===== src/rtl/pwm_bank_if.sv =====
// Configuration write bus for pwm_bank: timebase shadows and per-channel duty shadows.
interface pwm_bank_if #(
  parameter int CH = 16,
  parameter int W  = 16,
  parameter int PW = 8
);
  logic          cfg_we;
  logic [W-1:0]  period_in;
  logic          mode_in;
  logic [PW-1:0] presc_in;
  logic          duty_we;
  logic [CH-1:0] conf;
  logic [W-1:0]  duty_in;
  logic          pol_in;

  modport master (
    output cfg_we, period_in, mode_in, presc_in,
    output duty_we, conf, duty_in, pol_in
  );

  modport slave (
    input cfg_we, period_in, mode_in, presc_in,
    input duty_we, conf, duty_in, pol_in
  );
endinterface


===== src/rtl/pwm_bank.sv =====
// Multi-channel PWM bank: one shared prescaled timebase (edge or center aligned),
// double-buffered timebase and per-channel duty/polarity, loaded at period boundaries.

// One PWM channel: duty/polarity shadow + active copy and the registered compare output.
module pwm_lane #(
  parameter int W = 16
) (
  input  logic         clk,
  input  logic         reset,
  input  logic         ld,
  input  logic         wr,
  input  logic [W-1:0] duty_in,
  input  logic         pol_in,
  input  logic         ce,
  input  logic [W-1:0] cnt,
  output logic         out
);
  logic [W-1:0] duty_sh, duty_act;
  logic         pol_sh, pol_act;

  // Shadow capture from the write bus.
  always_ff @(posedge clk or negedge reset) begin
    if (!reset) begin
      duty_sh <= '0;
      pol_sh  <= 1'b0;
    end else if (wr) begin
      duty_sh <= duty_in;
      pol_sh  <= pol_in;
    end
  end

  // Active copy; a write on the boundary clk still loads the old shadow.
  always_ff @(posedge clk or negedge reset) begin
    if (!reset) begin
      duty_act <= '0;
      pol_act  <= 1'b0;
    end else if (ld) begin
      duty_act <= duty_sh;
      pol_act  <= pol_sh;
    end
  end

  // Registered compare; disabled channel sits at its inactive (polarity) level.
  always_ff @(posedge clk or negedge reset) begin
    if (!reset) out <= 1'b0;
    else        out <= (ce & (cnt < duty_act)) ^ pol_act;
  end
endmodule

module pwm_bank #(
  parameter int CH = 16,
  parameter int W  = 16,
  parameter int PW = 8
) (
  input  logic          clk,
  input  logic          reset,
  pwm_bank_if.slave     bus,
  input  logic [CH-1:0] ce,
  output logic [CH-1:0] out,
  output logic          sync
);
  localparam logic [W-1:0]  ONE  = W'(1);
  localparam logic [PW-1:0] PONE = PW'(1);

  logic [W-1:0]  per_sh, per_act, cnt;
  logic [PW-1:0] presc_sh, presc_act, pcnt;
  logic          mode_sh, mode_act;
  logic          dir;   // 0 = up, 1 = down (center mode only)
  logic          tick, bnd;
  logic [CH-1:0] wr;

  assign tick = (pcnt == presc_act);
  assign wr   = {CH{bus.duty_we}} & bus.conf;

  // Boundary detect: end of edge period, last down-step in center mode, or any tick at period 0.
  always_comb begin
    bnd = 1'b0;
    if (tick) begin
      if (per_act == '0)  bnd = 1'b1;
      else if (!mode_act) bnd = (cnt == per_act);
      else                bnd = dir & (cnt == ONE);
    end
  end

  // Timebase shadow registers.
  always_ff @(posedge clk or negedge reset) begin
    if (!reset) begin
      per_sh   <= '0;
      mode_sh  <= 1'b0;
      presc_sh <= '0;
    end else if (bus.cfg_we) begin
      per_sh   <= bus.period_in;
      mode_sh  <= bus.mode_in;
      presc_sh <= bus.presc_in;
    end
  end

  // Shared timebase: prescaler, counter, direction; boundary reloads and restarts it.
  always_ff @(posedge clk or negedge reset) begin
    if (!reset) begin
      per_act   <= '0;
      mode_act  <= 1'b0;
      presc_act <= '0;
      pcnt      <= '0;
      cnt       <= '0;
      dir       <= 1'b0;
    end else if (bnd) begin
      per_act   <= per_sh;
      mode_act  <= mode_sh;
      presc_act <= presc_sh;
      pcnt      <= '0;
      cnt       <= '0;
      dir       <= 1'b0;
    end else if (tick) begin
      pcnt <= '0;
      if (!mode_act) begin
        cnt <= cnt + ONE;
      end else if (!dir) begin
        cnt <= cnt + ONE;
        if (cnt + ONE == per_act) dir <= 1'b1;
      end else begin
        cnt <= cnt - ONE;
        if (cnt == ONE) dir <= 1'b0;
      end
    end else begin
      pcnt <= pcnt + PONE;
    end
  end

  // Boundary strobe, registered alongside the channel outputs.
  always_ff @(posedge clk or negedge reset) begin
    if (!reset) sync <= 1'b0;
    else        sync <= bnd;
  end

  for (genvar i = 0; i < CH; i++) begin : g_lane
    pwm_lane #(.W(W)) u_lane (
      .clk     (clk),
      .reset   (reset),
      .ld      (bnd),
      .wr      (wr[i]),
      .duty_in (bus.duty_in),
      .pol_in  (bus.pol_in),
      .ce      (ce[i]),
      .cnt     (cnt),
      .out     (out[i])
    );
  end
endmodule


===== src/flat_wrapper.sv =====
// flat-port wrapper written by rule: the top's interface ports become plain ports
module pwm_bank_flat 
#(
  parameter int CH = 16,
  parameter int W  = 16,
  parameter int PW = 8
)
  (clk, reset, ce, out, sync, bus_cfg_we, bus_period_in, bus_mode_in, bus_presc_in, bus_duty_we, bus_conf, bus_duty_in, bus_pol_in);
  pwm_bank_if #(.CH(CH), .W(W), .PW(PW)) bus_i ();
  input  logic clk;
  input  logic reset;
  input  logic [CH-1:0] ce;
  output logic [CH-1:0] out;
  output logic sync;
  input wire logic [$bits(bus_i.cfg_we)-1:0] bus_cfg_we;
  input wire logic [$bits(bus_i.period_in)-1:0] bus_period_in;
  input wire logic [$bits(bus_i.mode_in)-1:0] bus_mode_in;
  input wire logic [$bits(bus_i.presc_in)-1:0] bus_presc_in;
  input wire logic [$bits(bus_i.duty_we)-1:0] bus_duty_we;
  input wire logic [$bits(bus_i.conf)-1:0] bus_conf;
  input wire logic [$bits(bus_i.duty_in)-1:0] bus_duty_in;
  input wire logic [$bits(bus_i.pol_in)-1:0] bus_pol_in;
  assign bus_i.cfg_we = bus_cfg_we;
  assign bus_i.period_in = bus_period_in;
  assign bus_i.mode_in = bus_mode_in;
  assign bus_i.presc_in = bus_presc_in;
  assign bus_i.duty_we = bus_duty_we;
  assign bus_i.conf = bus_conf;
  assign bus_i.duty_in = bus_duty_in;
  assign bus_i.pol_in = bus_pol_in;
  pwm_bank #(.CH(CH), .W(W), .PW(PW)) u_core (.clk(clk), .reset(reset), .bus(bus_i), .ce(ce), .out(out), .sync(sync));
endmodule

===== config.mk =====
export PLATFORM = sky130hd
export DESIGN_NAME = pwm_bank_flat
export DESIGN_NICKNAME = d
export VERILOG_FILES = /design/src/rtl/pwm_bank_if.sv /design/src/rtl/pwm_bank.sv /design/src/flat_wrapper.sv
export SDC_FILE = /design/constraint.sdc
export NUM_CORES = 1
export LEC_CHECK = 0
export CAP_MARGIN = 10
export CORE_MARGIN = 3
export CORE_UTILIZATION = 33
export CTS_BUF_LIST = sky130_fd_sc_hd__clkbuf_4 sky130_fd_sc_hd__clkbuf_8
export CTS_CLUSTER_DIAMETER = 150
export DETAILED_ROUTE_END_ITERATION = 6
export HOLD_SLACK_MARGIN = 0.03
export PLACE_DENSITY_LB_ADDON = 0.1
export SKIP_LAST_GASP = 1
export SLEW_MARGIN = 20
export SYNTH_ARGS = -nofsm -noshare
export SYNTH_HDL_FRONTEND = slang
export SYNTH_HIERARCHICAL = 1
export SYNTH_SLANG_ARGS = --single-unit

===== constraint.sdc =====
create_clock -name clk -period 4.1 [get_ports clk]
set_clock_uncertainty 0.2 [all_clocks]
set_input_delay 0.82 -clock clk [delete_from_list [all_inputs] [get_ports clk]]
set_output_delay 0.82 -clock clk [all_outputs]
set_load 0.02 [all_outputs]

==> run_results.csv, run 1 <==
group,metric,value,unit
synth,ys_seq_area_share,52.36,%
placement,place_ws,0.7906,ns
power,combPwrFrac,13.0,%
floorplanning,die_y,309.5,um
worst_setup_path,critical_path.n_buffers_inverters,3,
timing,layout_setup_ws,0.8371,ns
timing,finalHoldViolations,0,
cts,cts_tree,"built",
floorplanning,fp.dieW,309.5,um
worst_setup_path,criticalPathCategory,"reg -> reg",
power,total_switching_power,4.120,mW
timing,fin_tns_setup,0,ns
synth,synth_area_leader_cell,"dfrtp_1",
cts,cts_inserted_buffers,115,
worst_setup_path,cp_max_fanout,65,
cts,htree_depth,3,
worst_setup_path,cp-end-kind,"flip-flop",
routing,wl_per_cell,20.44,um
cts,clk_latency,0.75,ns
finish,num-fill-cells,8696,
routing,drt_first_pass_iters,5,
power,sequentialPowerShare,46.9,%
routing,drc,0,
worst_setup_path,critPathArrivalTime,3.74,ns
floorplanning,area_of_the_core,90700,um^2
run,drv_cap,0,
grt,global_route.overflow_total,0,
timing,grt_setup_unrepaired,"false",
timing,finalCriticalPeriod,3.263,ns
synth,syn-mean-instance-area,11.44,um^2
finish,drive_gt1_share,13.12,%
synth,synth_nets,2980,
worst_setup_path,critical-path-slowest-cell,"nor4_1",
power,power_frac_clock,40.1,%
floorplanning,die-area,95790,um^2
worst_setup_path,timing.critical_path.cells,"xor2_1 -> nor4_1 -> nand2_1 -> o22ai_4 -> buf_12 -> buf_12 -> buf_4 -> nand2_1 -> o21ai_1",
cts,cts_num_sinks,636,
grt,grt_start_max_net_pins,85,
worst_setup_path,cp_data_required_time,4.58,ns
synth,ys_dominant_reg_cell,"dfrtp_1",
finish,regArea,15920,um^2
routing,first_iter_violations,1087,
timing,maxSlewViolCount,0,
power,power.density_cell_area,435.9,nW/um^2
timing,timing.fmax,306.5,MHz
placement,gpl.final_weighted_congestion,0.8414,
placement,numPortBuffers,94,
synth,yosys_warnings,6,
floorplanning,initial_utilization,33.51,%
timing,finalHoldWorstSlack,0.2608,ns
grt,grt_pass1_vias,21240,
grt,wire_length_of_the_first_global_routing_pass,130.4,mm
placement,dp.final_hpwl,51.15,mm
synth,synthDominantCellAreaShare,52.36,%
worst_setup_path,critical_path.startpoint_type,"flip-flop",
synth,synth_top_cells_by_area,"dfrtp_1 (52%), mux2_1 (11%), ha_1 (10%)",
cts,root_buffer,"clkbuf_8",
finish,syn2layout_area_growth,16.98,%
placement,numPlacedInstances,3907,
status,run_status,"finished, final reports clean",
cts,clkTransAtPathRegs,0.06,ns
routing,postRouteAntennaNets,0,
power,p_leak,15.61,nW
finish,finalNonFillerCells,4123,
finish,layout.core_utilization,39.21,%
synth,synth-async-reset-ratio,100.0,%
routing,wl,84.29,mm
worst_setup_path,slowest_delay,0.57,ns
synth,synth-edff-count,0,
grt,initial_antenna_violation_count,12,
worst_setup_path,path_delay_family,"simple AND/OR/NAND/NOR gates",
power,cell_internal_pwr,11.38,mW
finish,finalNetCount,3171,
floorplanning,floorplan.io_pins,95,
cts,clockBufferDepth,3,
floorplanning,floorplan.rows,110,
power,swShare,26.58,%
timing,tightest_slew,0.9033,ns
timing,final-setup-viol-count,0,
routing,vias_per_cell,4.980,
synth,netlist_instances,2658,
power,vdd.ir_drop.worst,0.2380,mV
routing,overall_via_count_from_detail_route,20530,
finish,area_of_the_multi_input_gates,13110,um^2
synth,yosys_register_bits,636,
timing,slew_headroom,39.78,%
timing,final.period_utilization,79.58,%
grt,grt.total_usage,17.98,%
synth,post_synth_instance_area,30400,um^2
synth,yosys.cell_types.count,56,
hold_path,worstHoldPathType,"reg -> reg",
-- per-layer routing --
layer  wire length, um  track usage [%]
met4              2015            5.659
met5                 0                0
met2             39800            29.78
met3              4208            2.621
met1             38260            24.35
-- sequential cells by signal, summed over array words and instances, names as in the netlist --
name and flops:
u_core/g_lane.u_lane/duty_act 256, u_core/g_lane.u_lane/duty_sh 256, u_core/cnt 16, u_core/g_lane.u_lane/out 16
u_core/g_lane.u_lane/pol_act 16, u_core/g_lane.u_lane/pol_sh 16, u_core/per_act 16, u_core/per_sh 16
u_core/pcnt 8, u_core/presc_act 8, u_core/presc_sh 8, u_core/dir 1
u_core/mode_act 1, u_core/mode_sh 1, u_core/sync 1
-- power groups by stage --
| stage | Combinational [mW] | Clock [mW] | Sequential [mW] |
|---|---|---|---|
| CTS | 2.06 | 6.47 | 7.28 |
| floorplan | 1.23 | 0 | 7.33 |
| finish | 2.01 | 6.22 | 7.27 |
| global placement | 2.00 | 0 | 7.36 |
| global route | 2.26 | 6.76 | 7.35 |
| detailed placement | 2.04 | 0 | 7.38 |
-- worst reg2reg max path: cells and delay by family, from the launching register on --
family,cells,cell delay [ns]
simple gates,3,1.13
compound gates,2,0.41
flops,1,0.41
xor+xnor,1,0.17
buf+inv,3,0.90
-- cell type report --
type	count	share of cell area, %
sequential	636	44.76
multi-input combinational	1672	36.87
clock buffer	185	6.351
timing repair buffer	181	4.806
tap	1176	4.138
inverter	243	2.565
clock inverter	18	0.4222
antenna	12	0.08445
-- final timing paths --
check / start / to / slack (ns) / cells past startpoint
max: u_core/pcnt[4]$_DFF_PN0_ / u_core/g_lane[3].u_lane/duty_act[13]$_DFFE_PN0P_ / 0.84 / 9
min: u_core/g_lane[3].u_lane/duty_sh[12]$_DFFE_PN0P_ / u_core/g_lane[3].u_lane/duty_act[12]$_DFFE_PN0P_ / 0.26 / 2
max reg2reg: u_core/pcnt[4]$_DFF_PN0_ / u_core/g_lane[3].u_lane/duty_act[13]$_DFFE_PN0P_ / 0.84 / 9
min reg2reg: u_core/g_lane[3].u_lane/duty_sh[12]$_DFFE_PN0P_ / u_core/g_lane[3].u_lane/duty_act[12]$_DFFE_PN0P_ / 0.26 / 2
max in group asynchronous: reset / u_core/g_lane[14].u_lane/pol_sh$_DFFE_PN0P_ / 2.18 / 3
min in group asynchronous: reset / u_core/g_lane[3].u_lane/duty_sh[14]$_DFFE_PN0P_ / 0.54 / 2
-- cell usage in the layout (no fill, tap or decap), drive strengths merged, types with 68 or more instances in the layout --
cell type,netlist,final
buf,26,98
dfrtp,636,636
inv,243,249
clkdlybuf4s50,0,82
ha,244,244
clkbuf,81,185
nand2,317,317
mux2,353,353
o21ai,269,269
a21oi,68,68
-- what timing repair did --
item,4_1_cts,5_1_grt
endpoints found under the hold margin,64,0
hold buffers,1,0
setup buffers,0,0
gates resized for setup,0,0
-- Yosys cell counts, types with 5 or more instances --
library cell,number
mux2_1,309
ha_1,244
nor2_1,31
a21o_1,22
o31a_1,5
nand2_1,317
nand3_1,28
and2_1,19
o21ai_0,25
nand2b_4,16
o2111ai_1,16
buf_2,21
inv_1,243
o21a_1,33
nand4_1,41
clkbuf_1,80
o21ai_1,244
a21oi_1,68
nor3_1,6
o211ai_1,20
mux2_2,44
dfrtp_1,636
a2111oi_2,16
xor2_1,23
nand2b_1,32
a221oi_1,16
nor4_1,13
xnor2_1,34
nor3b_1,6
-- logic make-up (layout without fill, tap and decap cells) --
| family | Yosys count | after routing | synth area share [%] |
|---|---|---|---|
| XOR/XNOR | 57 | 57 | 1.642 |
| other | 0 | 12 | 0 |
| AO/OA/AOI/OAI | 485 | 485 | 9.825 |
| adder cells (fa/ha/maj) | 244 | 244 | 10.04 |
| AND/OR/NAND/NOR | 532 | 532 | 8.512 |
| multiplexers | 354 | 354 | 13.11 |
| buffers and inverters | 350 | 627 | 4.511 |
| flip-flops | 636 | 636 | 52.36 |
-- stage by stage --
step | instance area, um^2 | power, mW
2_1_floorplan | 30400 | 8.567
3_3_place_gp | 33120 | 9.362
3_5_place_dp | 33110 | 9.425
4_1_cts | 35530 | 15.81
5_1_grt | 35540 | 16.37
6_report | 35560 | 15.50
No activity file was read; power rests on OpenSTA's default activity.
==> run 2: changes to the inputs <==
clock period = 3.1 ns   (was 4.1 ns; I/O delays follow)
==> run 2 against run 1 <==
Global-route usage is 0.12 points lower. Via count about the same. First-iteration DRC count down 0.46%. Flip-flop and latch count unchanged. Register-to-register slack lost 0.72 ns. Core utilization grew 0.47 points. Routed wire length shrank 0.39%. Power increased by 34%. Combinational power rose by 34%. Setup slack lost 0.72 ns. Sequential share of layout area decreased by 0.51 points. Final cell count rose by 0.49%. Highest routed layer is now met5.
==> run_results.csv, run 2 (same netlist as run 1, synthesis figures left out) <==
group,metric,value,unit
worst_setup_path,timing.reg2reg.worst_path_depth,7,
worst_setup_path,cp_max_fanout,39,
grt,grt.met3_usage,2.949,%
power,combPwrFrac,13.0,%
cts,cts_num_sinks,636,
worst_setup_path,slowest_delay,0.54,ns
grt,global_route.overflow_total,0,
grt,wire_length_of_the_first_global_routing_pass,129.6,mm
finish,drive_gt1_share,13.68,%
worst_setup_path,cp_data_required_time,3.46,ns
worst_setup_path,critPathArrivalTime,3.35,ns
status,run_status,"finished, final reports clean",
floorplanning,fp.dieW,309.5,um
worst_setup_path,critical_path.startpoint_type,"flip-flop",
cts,cts_inserted_buffers,114,
timing,final-setup-viol-count,0,
timing,timing.fmax,334.8,MHz
timing,tightest_slew,0.6499,ns
timing,finalHoldWorstSlack,0.2135,ns
power,cell_internal_pwr,15.29,mW
power,vdd.ir_drop.worst,0.3780,mV
worst_setup_path,critical_path.n_buffers_inverters,2,
power,swShare,26.23,%
grt,grt.total_usage,17.86,%
finish,num-fill-cells,8717,
cts,clk_latency,0.71,ns
cts,post-cts-setup-buffer-count,0,
grt,grt_pass1_vias,21480,
power,power.density_cell_area,575.9,nW/um^2
floorplanning,die-area,95790,um^2
finish,layout.cells.most_common_list,"dfrtp_1 (630), nand2_1 (317), mux2_1 (309), o21ai_1 (244), ha_1 (244)",
power,total_switching_power,5.436,mW
finish,syn2layout_area_growth,18.37,%
routing,wl_per_cell,20.27,um
grt,globalRouteMet2Util,29.55,%
floorplanning,floorplan.io_pins,95,
worst_setup_path,criticalPathCategory,"reg -> reg",
worst_setup_path,rrSetupSlack,0.11,ns
floorplanning,area_of_the_core,90700,um^2
routing,overall_via_count_from_detail_route,20510,
placement,numPlacedInstances,3931,
placement,numPortBuffers,94,
routing,wl,83.96,mm
timing,slew_headroom,56.67,%
power,power_frac_clock,40.6,%
worst_setup_path,reg2reg_from,"u_core/cnt[7]$_DFFE_PN0P_",
worst_setup_path,timing.critical_path.cells,"or4_4 -> or3_1 -> o31a_1 -> o22ai_4 -> buf_12 -> buf_16 -> mux2_1",
routing,postRouteAntennaNets,0,
floorplanning,die_y,309.5,um
floorplanning,initial_utilization,33.51,%
cts,clkTransAtPathRegs,0.07,ns
grt,grt_start_max_net_pins,103,
worst_setup_path,cp-end-kind,"flip-flop",
floorplanning,floorplan.rows,110,
routing,first_iter_violations,1082,
routing,drc,0,
timing,final.period_utilization,96.36,%
timing,grt_setup_unrepaired,"true",
placement,dp.final_hpwl,51.25,mm
cts,clockBufferDepth,3,
routing,drt_first_pass_iters,4,
cts,htree_depth,3,
power,p_leak,15.79,nW
grt,grt-busiest-layer,"met2",
run,drv_cap,0,
finish,layout_top_registers,"u_core/g_lane.u_lane/duty_act: 256 flops, u_core/g_lane.u_lane/duty_sh: 256 flops",
finish,most_common_cell_after_layout_fill_and_taps_aside,"dfrtp_1",
grt,globalRouteMet1Util,23.89,%
grt,initial_antenna_violation_count,13,
worst_setup_path,critical-path-slowest-cell,"or4_4",
timing,finalCriticalPeriod,2.987,ns
cts,cts_tree,"built",
timing,finalHoldViolations,0,
routing,vias_per_cell,4.951,
timing,maxSlewViolCount,0,
worst_setup_path,path_delay_family,"simple AND/OR/NAND/NOR gates",
power,sequentialPowerShare,46.4,%
hold_path,worstHoldPathType,"in -> async",
cts,root_buffer,"clkbuf_8",
placement,gpl.final_weighted_congestion,0.8108,
finish,finalNonFillerCells,4143,
worst_setup_path,r2r_end,"u_core/g_lane[13].u_lane/pol_act$_DFFE_PN0P_",
finish,finalNetCount,3195,
-- run 2: cell count changes in the layout (fill, tap and decap cells not counted), moves of 2 or more --
cell and delta:
buf_16 +4, clkbuf_8 +3, buf_12 +2, dfrtp_1 -5
clkdlybuf4s50_1 +11, buf_2 -11, clkbuf_4 -2, bufinv_16 +2
diode_2 -6, dfrtp_2 +5, inv_6 -2, buf_4 +17
-- run 2: power by group through the flow --
stage	Clock (mW)	Combinational, mW	Sequential [mW]
after floorplan	0	1.63	9.70
after global placement	0	2.66	9.74
after detailed placement	0	2.73	9.77
after CTS	8.74	2.75	9.62
after global routing	9.11	3.03	9.72
final	8.42	2.69	9.62
-- run 2: layout make-up --
cell class / instances / area (um^2) / area share, %
diodes: 6 / 15.01 / 0.04173
flip-flops and latches: 636 / 15920 / 44.25
clock buffers: 186 / 2285 / 6.350
inverters: 243 / 912.1 / 2.535
well taps: 1176 / 1471 / 4.089
multi-input cells: 1672 / 13110 / 36.44
clock inverters: 18 / 186.4 / 0.5181
repair buffers: 206 / 2078 / 5.776
-- run 2: worst max-delay path by stage --
stage,start,to,depth (start not counted)
2_1_floorplan,u_core/cnt[9]$_DFFE_PN0P_,u_core/g_lane[0].u_lane/duty_act[0]$_DFFE_PN0P_,7
3_3_place_gp,u_core/cnt[9]$_DFFE_PN0P_,u_core/dir$_DFFE_PN0P_,8
3_5_place_dp,u_core/cnt[7]$_DFFE_PN0P_,u_core/g_lane[3].u_lane/duty_act[11]$_DFFE_PN0P_,9
4_1_cts,u_core/cnt[7]$_DFFE_PN0P_,u_core/g_lane[3].u_lane/duty_act[11]$_DFFE_PN0P_,9
5_1_grt,u_core/cnt[7]$_DFFE_PN0P_,u_core/g_lane[12].u_lane/duty_act[5]$_DFFE_PN0P_,9
6_report,u_core/cnt[7]$_DFFE_PN0P_,u_core/g_lane[13].u_lane/pol_act$_DFFE_PN0P_,7
-- run 2: per-stage QoR --
stage	util, %	power (mW)	cell area [um^2]	worst slack, ns	setup TNS (ns)
after floorplan	-	11.33	30480	0.002375	0
after global placement	36.85	12.40	33430	0.08463	0
after detailed placement	36.85	12.50	33430	0.1037	0
after CTS	39.59	21.11	35910	0.06499	0
after global routing	39.66	21.86	35970	-0.01733	-0.06957
final	39.67	20.72	35980	0.1129	0
-- run 2: per-layer routing --
metal / share of wire [%] / up-vias
met5: 0.023 / -
met4: 3.0 / 2
met3: 4.2 / 158
met2: 47 / 428
met1: 46 / 10210
li1: - / 9711
-- run 2: what timing repair did --
item	4_1_cts	5_1_grt
hold buffers	1	0
resized for setup	0	5
hold endpoints to repair	99	0
endpoints found under the setup margin	0	39
==> patch, RTL diff (flow settings as in run 2) <==
`W` is set to 16 in 4 places; all go to 12.
--- a/src/rtl/pwm_bank_if.sv
+++ b/src/rtl/pwm_bank_if.sv
@@ -3,3 +3,3 @@
   parameter int CH = 16,
-  parameter int W  = 16,
+  parameter int W  = 12,
   parameter int PW = 8
--- a/src/rtl/pwm_bank.sv
+++ b/src/rtl/pwm_bank.sv
@@ -5,3 +5,3 @@
 module pwm_lane #(
-  parameter int W = 16
+  parameter int W = 12
 ) (
@@ -51,3 +51,3 @@
   parameter int CH = 16,
-  parameter int W  = 16,
+  parameter int W  = 12,
   parameter int PW = 8
--- a/src/flat_wrapper.sv
+++ b/src/flat_wrapper.sv
@@ -4,3 +4,3 @@
   parameter int CH = 16,
-  parameter int W  = 16,
+  parameter int W  = 12,
   parameter int PW = 8
Ports: changed (resized bus_duty_in and bus_period_in); port bits go from 95 to 87. No check against the original RTL was run, so the function may have changed too.
==> patch against run 2 <==
- sequential cell count is 140 lower
- critical path depth is 1 higher
- core utilization is 0.44 points higher
- power is 10% lower
- final area is 21% lower
- synthesized area is 22% lower
- worst setup slack better by 0.12 ns
- sequential power is 17% lower
- wire length is 28% lower
- count of clock-buffer cells in the layout is 30 lower
- first-iteration DRC count is 34% lower
- non-clock buffer count is 36 lower
- via count is 23% lower
==> patch: results (changes against run 2) <==
Drt
  – Post-Route WL: 60800 um (was 84000 um)
  – Initial drt markers: 719 (was 1082)
  – Vias: 15700 (was 20500)

GRT
  – Vias in the first global route: 16300 (was 21500)
  – GR Layer Usage met2: 26.5% (was 29.5%)
  – M3 GR Usage: 2.94% (was 2.95%)
  – GRT Total Usage: 16.6% (was 17.9%)
  – Largest net degree at the start of global routing: 109 (was 103)

Synthesis
  – Adder-Cell Fraction of Synth Area: 9.49% (was 10.0%)
  – Syn_nets: 2298 (was 2980)
  – Post-synth top cells: dfrtp_1, mux2_1, nand2_1, inv_1, ha_1 (was dfrtp_1, nand2_1, mux2_1, ha_1, o21ai_1)
  – Sequential fraction of the synthesis area: 52.3% (was 52.4%)
  – Mux share of post-synthesis cell area: 13.3% (was 13.1%)
  – Compound-Gate Fraction of Synth Area: 10.1% (was 9.83%)
  – Yosys cell types: 54 (was 56)

Timing
  – Slew margin rel.: 52.8% (was 56.7%)

Run status
  – Status: completed (unchanged)

Power
  – Comb pwr share: 20.2% (was 13.0%)
  – Sequential Power Share: 43.0% (was 46.4%)
  – Net Sw Frac: 29.0% (was 26.2%)
  – Peak VDD IR: 250 uV (was 378 uV)

Finish
  – Nets@finish: 2495 (was 3195)
  – Layout cells sized above 1: 16.7% (was 13.7%)

Clock network
  – Inserted Clock Buffers: 93 (was 114)

Placement
  – Buffers on Ports: 86 (was 94)
[patch: worst paths after layout]
path	startpoint	to	slack, ns	depth (start not counted)
worst max register to register	u_core/per_act[5]	u_core/g_lane[15].u_lane/duty_act[7]	0.24	8
worst max-delay path	u_core/per_act[5]	u_core/g_lane[15].u_lane/duty_act[7]	0.24	8
worst min-delay path	reset	u_core/g_lane[3].u_lane/duty_act[1]	0.23	2
max in group asynchronous	reset	u_core/g_lane[7].u_lane/duty_sh[6]	1.50	3
worst min register to register	u_core/g_lane[7].u_lane/duty_sh[9]	u_core/g_lane[7].u_lane/duty_act[9]	0.27	2
min in group clk	u_core/g_lane[7].u_lane/duty_sh[9]	u_core/g_lane[7].u_lane/duty_act[9]	0.27	2
[patch: layer usage]
metal / routed length (um) / part of all wire (%)
met5: 0 / 0
met4: 1280 / 2.1
met3: 2540 / 4.2
met2: 27700 / 46
met1: 29200 / 48
[patch: timing repair]
action	in CTS	in global routing
hold buffers	1	0
hold endpoints to repair	190	0
endpoints found under the setup margin	0	0
buffers inserted	0	0
[patch: metrics by stage]
| stage | cell area (um2) | power (mW) | cells | setup slack [ns] |
|---|---|---|---|---|
| floorplan | 23700 | 10.6 | 2048 | 0.00801 |
| global placement | 26200 | 11.9 | 3089 | 0.278 |
| detailed placement | 26200 | 12.0 | 3089 | 0.235 |
| CTS | 28300 | 19.0 | 3263 | 0.194 |
| global route | 28300 | 19.9 | 3265 | 0.0670 |
| finish | 28300 | 18.7 | 3266 | 0.236 |
[patch: cell type report]
class | instances | area, um2
antenna | 3 | 7.51
tap | 940 | 1180
inverter | 187 | 702
clock inverter | 17 | 140
sequential | 496 | 12400
multi-input combinational | 1297 | 10300
clock buffer | 156 | 1930
fill | 6831 | 42300
timing repair buffer | 170 | 1640
